==> src/rtl/rv32i_pkg.sv <==
// rv32i_pkg: instruction formats, opcodes and encoder error codes shared with the decoder.
package rv32i_pkg;
   typedef enum logic [2:0] {FMT_R, FMT_I, FMT_S, FMT_B, FMT_U, FMT_J} fmt_e;
   localparam logic [6:0] OP_LUI    = 7'b0110111;
   localparam logic [6:0] OP_AUIPC  = 7'b0010111;
   localparam logic [6:0] OP_JAL    = 7'b1101111;
   localparam logic [6:0] OP_JALR   = 7'b1100111;
   localparam logic [6:0] OP_BRANCH = 7'b1100011;
   localparam logic [6:0] OP_LOAD   = 7'b0000011;
   localparam logic [6:0] OP_STORE  = 7'b0100011;
   localparam logic [6:0] OP_IMM    = 7'b0010011;
   localparam logic [6:0] OP_REG    = 7'b0110011;
   localparam logic [1:0] ERR_NONE     = 2'd0;
   localparam logic [1:0] ERR_MISALIGN = 2'd1;
   localparam logic [1:0] ERR_RANGE    = 2'd2;
   localparam logic [1:0] ERR_FMT      = 2'd3;
   function automatic logic in_range(input logic signed [31:0] v, input int lo, input int hi);
      return v >= lo && v <= hi;
   endfunction
endpackage

==> src/rtl/instr_encoder_if.sv <==
// instr_encoder_if: request handshake plus IMEM write port of the instruction encoder.
interface instr_encoder_if;
   logic        req_valid;
   logic        req_ready;
   logic [2:0]  req_fmt;
   logic [6:0]  req_opcode;
   logic [2:0]  req_funct3;
   logic [6:0]  req_funct7;
   logic [4:0]  req_rd;
   logic [4:0]  req_rs1;
   logic [4:0]  req_rs2;
   logic [31:0] req_imm;
   logic        req_last;
   logic        imem_wr_en;
   logic [31:0] imem_addr;
   logic [31:0] imem_wr_data;
   logic        imem_wr_ack;
   modport master (
      output req_valid, req_fmt, req_opcode, req_funct3, req_funct7, req_rd, req_rs1, req_rs2,
             req_imm, req_last, imem_wr_ack,
      input  req_ready, imem_wr_en, imem_addr, imem_wr_data
   );
   modport slave (
      input  req_valid, req_fmt, req_opcode, req_funct3, req_funct7, req_rd, req_rs1, req_rs2,
             req_imm, req_last, imem_wr_ack,
      output req_ready, imem_wr_en, imem_addr, imem_wr_data
   );
endinterface

==> src/rtl/instr_pack.sv <==
// instr_pack: packs RV32I instruction fields into a word and range-checks the immediate.
module instr_pack
   import rv32i_pkg::*;
(
   input  logic [2:0]  fmt,
   input  logic [6:0]  opcode,
   input  logic [2:0]  funct3,
   input  logic [6:0]  funct7,
   input  logic [4:0]  rd,
   input  logic [4:0]  rs1,
   input  logic [4:0]  rs2,
   input  logic [31:0] imm,
   output logic [31:0] word,
   output logic [1:0]  code
);
   logic shift;
   // SLLI/SRLI/SRAI carry funct7 in place of imm[11:5]
   assign shift = opcode == OP_IMM && funct3[1:0] == 2'b01;
   always_comb begin
      word = '0;
      code = ERR_NONE;
      case (fmt)
         FMT_R: word = {funct7, rs2, rs1, funct3, rd, opcode};
         FMT_I: begin
            word = shift ? {funct7, imm[4:0], rs1, funct3, rd, opcode} : {imm[11:0], rs1, funct3, rd, opcode};
            code = (shift ? in_range(imm, 0, 31) : in_range(imm, -2048, 2047)) ? ERR_NONE : ERR_RANGE;
         end
         FMT_S: begin
            word = {imm[11:5], rs2, rs1, funct3, imm[4:0], opcode};
            code = in_range(imm, -2048, 2047) ? ERR_NONE : ERR_RANGE;
         end
         FMT_B: begin
            word = {imm[12], imm[10:5], rs2, rs1, funct3, imm[4:1], imm[11], opcode};
            code = imm[0] ? ERR_MISALIGN : in_range(imm, -4096, 4094) ? ERR_NONE : ERR_RANGE;
         end
         FMT_U: begin
            word = {imm[31:12], rd, opcode};
            code = |imm[11:0] ? ERR_MISALIGN : ERR_NONE;
         end
         FMT_J: begin
            word = {imm[20], imm[10:1], imm[11], imm[19:12], rd, opcode};
            code = imm[0] ? ERR_MISALIGN : in_range(imm, -1048576, 1048574) ? ERR_NONE : ERR_RANGE;
         end
         default: code = ERR_FMT;
      endcase
   end
endmodule

==> src/rtl/instr_encoder.sv <==
// instr_encoder: accepts field-level instruction requests and writes the packed words
// to consecutive IMEM addresses until the last instruction or IMEM capacity.
module instr_encoder
   import rv32i_pkg::*;
#(
   parameter int          ADDR_WIDTH = 10,
   parameter logic [31:0] BASE_ADDR  = 32'h0
) (
   input  logic                  clk,
   input  logic                  reset,
   input  logic                  restart,
   instr_encoder_if.slave        bus,
   output logic                  done,
   output logic                  full,
   output logic                  err,
   output logic [1:0]            err_code,
   output logic [ADDR_WIDTH:0]   count
);
   typedef enum logic [1:0] {READY, WRITE, ERR, DONE} state_e;
   localparam logic [ADDR_WIDTH:0] CAP = {1'b1, {ADDR_WIDTH{1'b0}}};
   state_e state, state_d;
   logic [31:0] word;
   logic [1:0] code;
   logic last_q;
   logic [ADDR_WIDTH:0] count_inc;
   assign count_inc = count + 1'b1;
   instr_pack u_pack (
      .fmt(bus.req_fmt), .opcode(bus.req_opcode), .funct3(bus.req_funct3), .funct7(bus.req_funct7),
      .rd(bus.req_rd), .rs1(bus.req_rs1), .rs2(bus.req_rs2), .imm(bus.req_imm),
      .word(word), .code(code)
   );
   always_comb begin
      state_d = state;
      case (state)
         READY: if (bus.req_valid) state_d = code == ERR_NONE ? WRITE : ERR;
         WRITE: if (bus.imem_wr_ack) state_d = last_q || count_inc == CAP ? DONE : READY;
         ERR:   state_d = READY;
         DONE:  if (restart) state_d = READY;
      endcase
   end
   always_ff @(posedge clk) begin
      if (reset) begin
         state <= READY;
         bus.imem_addr <= BASE_ADDR;
         bus.imem_wr_data <= '0;
         err_code <= ERR_NONE;
         count <= '0;
         last_q <= 1'b0;
      end else begin
         state <= state_d;
         if (state == READY && bus.req_valid) begin
            err_code <= code;
            last_q <= bus.req_last;
            if (code == ERR_NONE) bus.imem_wr_data <= word;
         end
         if (state == WRITE && bus.imem_wr_ack) begin
            bus.imem_addr <= bus.imem_addr + 32'd4;
            count <= count_inc;
         end
         if (state == DONE && restart) begin
            bus.imem_addr <= BASE_ADDR;
            count <= '0;
         end
      end
   end
   assign bus.req_ready = state == READY;
   assign bus.imem_wr_en = state == WRITE;
   assign done = state == DONE;
   assign err = state == ERR;
   assign full = count == CAP;
endmodule

==> src/flat_wrapper.sv <==
// flat-port wrapper written by rule: the top's interface ports become plain ports
module instr_encoder_flat import rv32i_pkg::*;
#(
   parameter int          ADDR_WIDTH = 10,
   parameter logic [31:0] BASE_ADDR  = 32'h0
)
  (clk, reset, restart, done, full, err, err_code, count, bus_req_valid, bus_req_fmt, bus_req_opcode, bus_req_funct3, bus_req_funct7, bus_req_rd, bus_req_rs1, bus_req_rs2, bus_req_imm, bus_req_last, bus_imem_wr_ack, bus_req_ready, bus_imem_wr_en, bus_imem_addr, bus_imem_wr_data);
  instr_encoder_if bus_i ();
  input  logic clk;
  input  logic reset;
  input  logic restart;
  output logic done;
  output logic full;
  output logic err;
  output logic [1:0] err_code;
  output logic [ADDR_WIDTH:0] count;
  input wire logic [$bits(bus_i.req_valid)-1:0] bus_req_valid;
  input wire logic [$bits(bus_i.req_fmt)-1:0] bus_req_fmt;
  input wire logic [$bits(bus_i.req_opcode)-1:0] bus_req_opcode;
  input wire logic [$bits(bus_i.req_funct3)-1:0] bus_req_funct3;
  input wire logic [$bits(bus_i.req_funct7)-1:0] bus_req_funct7;
  input wire logic [$bits(bus_i.req_rd)-1:0] bus_req_rd;
  input wire logic [$bits(bus_i.req_rs1)-1:0] bus_req_rs1;
  input wire logic [$bits(bus_i.req_rs2)-1:0] bus_req_rs2;
  input wire logic [$bits(bus_i.req_imm)-1:0] bus_req_imm;
  input wire logic [$bits(bus_i.req_last)-1:0] bus_req_last;
  input wire logic [$bits(bus_i.imem_wr_ack)-1:0] bus_imem_wr_ack;
  output wire logic [$bits(bus_i.req_ready)-1:0] bus_req_ready;
  output wire logic [$bits(bus_i.imem_wr_en)-1:0] bus_imem_wr_en;
  output wire logic [$bits(bus_i.imem_addr)-1:0] bus_imem_addr;
  output wire logic [$bits(bus_i.imem_wr_data)-1:0] bus_imem_wr_data;
  assign bus_i.req_valid = bus_req_valid;
  assign bus_i.req_fmt = bus_req_fmt;
  assign bus_i.req_opcode = bus_req_opcode;
  assign bus_i.req_funct3 = bus_req_funct3;
  assign bus_i.req_funct7 = bus_req_funct7;
  assign bus_i.req_rd = bus_req_rd;
  assign bus_i.req_rs1 = bus_req_rs1;
  assign bus_i.req_rs2 = bus_req_rs2;
  assign bus_i.req_imm = bus_req_imm;
  assign bus_i.req_last = bus_req_last;
  assign bus_i.imem_wr_ack = bus_imem_wr_ack;
  assign bus_req_ready = bus_i.req_ready;
  assign bus_imem_wr_en = bus_i.imem_wr_en;
  assign bus_imem_addr = bus_i.imem_addr;
  assign bus_imem_wr_data = bus_i.imem_wr_data;
  instr_encoder #(.ADDR_WIDTH(ADDR_WIDTH), .BASE_ADDR(BASE_ADDR)) u_core (.clk(clk), .reset(reset), .restart(restart), .bus(bus_i), .done(done), .full(full), .err(err), .err_code(err_code), .count(count));
endmodule
==> config.mk <==
export PLATFORM = sky130hd
export DESIGN_NAME = instr_encoder_flat
export DESIGN_NICKNAME = d
export VERILOG_FILES = /design/src/rtl/rv32i_pkg.sv /design/src/rtl/instr_encoder_if.sv /design/src/rtl/instr_pack.sv /design/src/rtl/instr_encoder.sv /design/src/flat_wrapper.sv
export SDC_FILE = /design/constraint.sdc
export NUM_CORES = 1
export LEC_CHECK = 0
export CAP_MARGIN = 20
export CORE_ASPECT_RATIO = 0.8
export CORE_MARGIN = 4
export CORE_UTILIZATION = 45
export CTS_CLUSTER_SIZE = 24
export DETAILED_ROUTE_END_ITERATION = 7
export PLACE_DENSITY = 0.81
export SYNTH_ARGS = -nofsm -noshare
export SYNTH_HDL_FRONTEND = slang
export SYNTH_HIERARCHICAL = 1
export SYNTH_SLANG_ARGS = --single-unit
==> constraint.sdc <==
create_clock -name clk -period 2.99 [get_ports clk]
set_input_delay 0.7475 -clock clk [delete_from_list [all_inputs] [get_ports clk]]
set_output_delay 0.7475 -clock clk [all_outputs]
set_load 0.005 [all_outputs]
==> results.sh <==
export IMPL_status="finished clean"
export IMPL_total_power_w=0.00275
export IMPL_p_int_w=0.00212
export IMPL_layout_drive_gt1_share=0.125
export IMPL_clock_root_buffer="clkbuf_16"
export IMPL_r2r_cells=4
export IMPL_clockBufferDepth=2
export IMPL_synth_cell_area_sq_um=4250
export IMPL_diodes=0
export IMPL_place_area_sq_um=6200
export IMPL_finalHoldViolations=0
export IMPL_crit_family="simple AND/OR/NAND/NOR gates"
export IMPL_grt_pass1_vias=4711
export IMPL_instances_no_fill=857
export IMPL_hp_class="reg2reg"
export IMPL_design_area_sq_um=6590
export IMPL_critPathCaptureType="flip-flop"
export IMPL_die_w_um=117
export IMPL_p_per_area_nw_per_um2=418
export IMPL_peakVddDrop_mv=0.277
export IMPL_cpPeakStageDelay_ns=0.47
export IMPL_fin_worst_skew_ns=0.00689
export IMPL_overflow=0
export IMPL_clk_latency_ns=0.33
export IMPL_vias_per_cell=5.71
export IMPL_drc_errors=0
export IMPL_rsz0062_at_grt="no"
export IMPL_ys_seq_area_frac=0.367
export IMPL_cp_max_fo=16
export IMPL_synth_edf_count=0
export IMPL_core_area_sq_um=9110
export IMPL_gp_congestion=0.974
export IMPL_final_cell_mix="clkdlybuf4s50_1 (152), nand2_1 (110), dfxtp_1 (78), a21oi_1 (61), buf_4 (58)"
export IMPL_highest_layer="met4"
export IMPL_grt_total_usage=0.250
export IMPL_combPwrFrac=0.158
export IMPL_clkTransAtPathRegs_ns=0.06
export IMPL_synthFlopType="dfxtp_1"
export IMPL_worstSetupPathDepth=11
export IMPL_wl_met3_mm=1.32
export IMPL_syn_avg_cell_area_sq_um=7.71
export IMPL_htreeDepth=3
export IMPL_dp_cells=840
export IMPL_min_period_over_period=0.968
export IMPL_max_freq_mhz=346
export IMPL_nets=813
export IMPL_seqPwrFrac=0.393
export IMPL_p_clk_frac=0.449
export IMPL_switching_share=0.230
export IMPL_synth_top_area_cell="dfxtp_1"
export IMPL_yosysTopAreaCellShare=0.367
export IMPL_first_iter_violations=519
export IMPL_max_cap_violations=0
export IMPL_ys_ff_latch=78
export IMPL_period_needed_ns=2.89
export IMPL_path_cells="clkdlybuf4s50_1, nor4_4, nand2_1, or3_1, a21oi_1, o22ai_1, nor2_2, and2_2, clkbuf_16, nand2_1, a21oi_1"
export IMPL_wire_per_inst_um=16.6
export IMPL_numCtsBuffers=9
export IMPL_cp_arrival_ns=3.15
export IMPL_fin_util=0.722
export IMPL_numPortBuffers=152
export IMPL_async_reset_ff_frac=0
export IMPL_wl_met2_mm=6.71
export IMPL_ff2ff_setup_slack_ns=0.90
export IMPL_setup_viol=0
export IMPL_synth_cell_types=58
export IMPL_post_cts_buffers=0
export IMPL_fp_dieH_um=94.9
export IMPL_crit_buf_inv=2
export IMPL_cpMaxStageDelayCell="clkdlybuf4s50_1"
export IMPL_layout_commonest_cell="clkdlybuf4s50_1"
export IMPL_grt_pass1_wl_mm=22.3
export IMPL_yosys_warnings=6
export IMPL_holdWs_ns=0.453
export IMPL_syn_to_final_growth_pct=55.0
export IMPL_worstSetupStartpointType="primary input"
export IMPL_holdPathStages=2
export IMPL_ant_nets=0
export IMPL_vias=4892
export IMPL_synthCells=551
export IMPL_cp_required_ns=3.24
export IMPL_die_area_sq_um=11100
export IMPL_path_class="in2reg"
export IMPL_met1_length_mm=5.94
export IMPL_grt_max_degree=38
export IMPL_post_dp_hpwl_mm=10.5
export IMPL_p_sw_w=0.000632
export IMPL_synth_area_leaders="dfxtp_1 (37%), nand2_1 (9.7%), a21oi_1 (7.2%)"
export IMPL_drt_pass1_iter_count=5
export IMPL_fillCellCount=691
export IMPL_antenna_found_initial=0
export IMPL_drt_total_wl_mm=14.2
export IMPL_maxSlewHeadroom=0.562
export IMPL_slew_violations=0
export IMPL_tightest_slew_ns=0.652
export IMPL_start_util=0.466
export IMPL_cts_num_sinks=78
export IMPL_ios=155
export IMPL_hold_buffers=0
export IMPL_p_leak_nw=2.42
export IMPL_rows=31
export IMPL_cts_tree="done"
==> registers in the layout, indices dropped and copies added (netlist names) <==
register                 count
u_core/count                11
u_core/last_q                1
u_core/bus.imem_addr        30
u_core/bus.imem_wr_data     32
u_core/err_code              2
u_core/state                 2
==> cells in the mapped netlist (8+ instances only) <==
master / instances
a21oi_1: 61
a22o_1: 12
and2_1: 16
buf_2: 12
clkbuf_1: 19
dfxtp_1: 78
inv_1: 8
nand2_1: 110
nand3_1: 12
nand4_1: 20
nor2_1: 38
nor3_1: 9
nor4_1: 9
o21ai_0: 15
o31ai_1: 9
or4_1: 11
xnor2_1: 8
xor2_1: 10
==> logic make-up (layout without fill, tap and decap cells) <==
| kind of cell | Yosys count | in the layout | synth area share |
|---|---|---|---|
| xor gates and xnor gates | 18 | 18 | 0.0371 |
| other | 1 | 2 | 0.000883 |
| AOI/OAI and AO/OA | 132 | 132 | 0.196 |
| and+or+nand+nor | 260 | 260 | 0.312 |
| muxes | 11 | 11 | 0.0271 |
| DFF | 78 | 78 | 0.367 |
| buffers and inverters | 48 | 238 | 0.0506 |
| adders and majority gates | 3 | 3 | 0.00883 |
==> worst register-to-register path, cell delays in order, from the launching register on <==
cell	delay, ns
dfxtp_1	0.43
and3_1	0.41
nand4_2	0.42
or4_1	0.62
a21oi_1	0.15
==> path summary, 6_finish.rpt <==
kind,startpoint,to
max reg2reg,u_core/bus.imem_addr[5]$_SDFFE_PP0P_,u_core/bus.imem_addr[31]$_SDFFE_PP0P_
min reg2reg,u_core/bus.imem_wr_data[15]$_SDFFE_PP0P_,u_core/bus.imem_wr_data[15]$_SDFFE_PP0P_
min,u_core/bus.imem_wr_data[15]$_SDFFE_PP0P_,u_core/bus.imem_wr_data[15]$_SDFFE_PP0P_
max,bus_req_imm[7],u_core/bus.imem_wr_data[2]$_SDFFE_PP0P_
==> per-stage QoR <==
stage                     TNS [ns]  worst slack [ns]
after CTS                        0            0.0399
after detailed placement    -10.73            -0.355
after floorplan                  0             0.249
after global placement       -7.17            -0.230
final                            0            0.0968
after global routing             0           0.00777
==> power groups by stage <==
stage	logic (W)	registers [W]	clock network, W
6_report	0.000435	0.00108	0.00124
5_1_grt	0.000469	0.00109	0.00130
4_1_cts	0.000423	0.00108	0.00125
3_5_place_dp	0.000419	0.00111	0
3_3_place_gp	0.000416	0.00110	0
2_1_floorplan	0.000173	0.00110	0
==> final cells by class <==
| type | count | area (sq um) | share of cell area |
|---|---|---|---|
| tap | 115 | 144 | 0.0219 |
| multi-input combinational | 426 | 2500 | 0.380 |
| inverter | 10 | 37.5 | 0.00570 |
| clock buffer | 10 | 229 | 0.0348 |
| clock inverter | 6 | 110 | 0.0167 |
| timing repair buffer | 212 | 2000 | 0.304 |
| sequential | 78 | 1560 | 0.237 |
==> per-layer routing <==
metal | up-vias | global-route usage
li1 | 2351 | -
met1 | 2272 | 0.317
met2 | 241 | 0.418
met3 | 28 | 0.0660
met4 | 0 | 0.0764
met5 | - | 0
==> what timing repair did <==
item | 4_1_cts | 5_1_grt
gates resized for setup | 1 | 5
pin swaps | 0 | 1
setup endpoints to repair | 11 | 34
gates cloned | 0 | 1
Note: power is estimated with default switching activity, not from simulation.
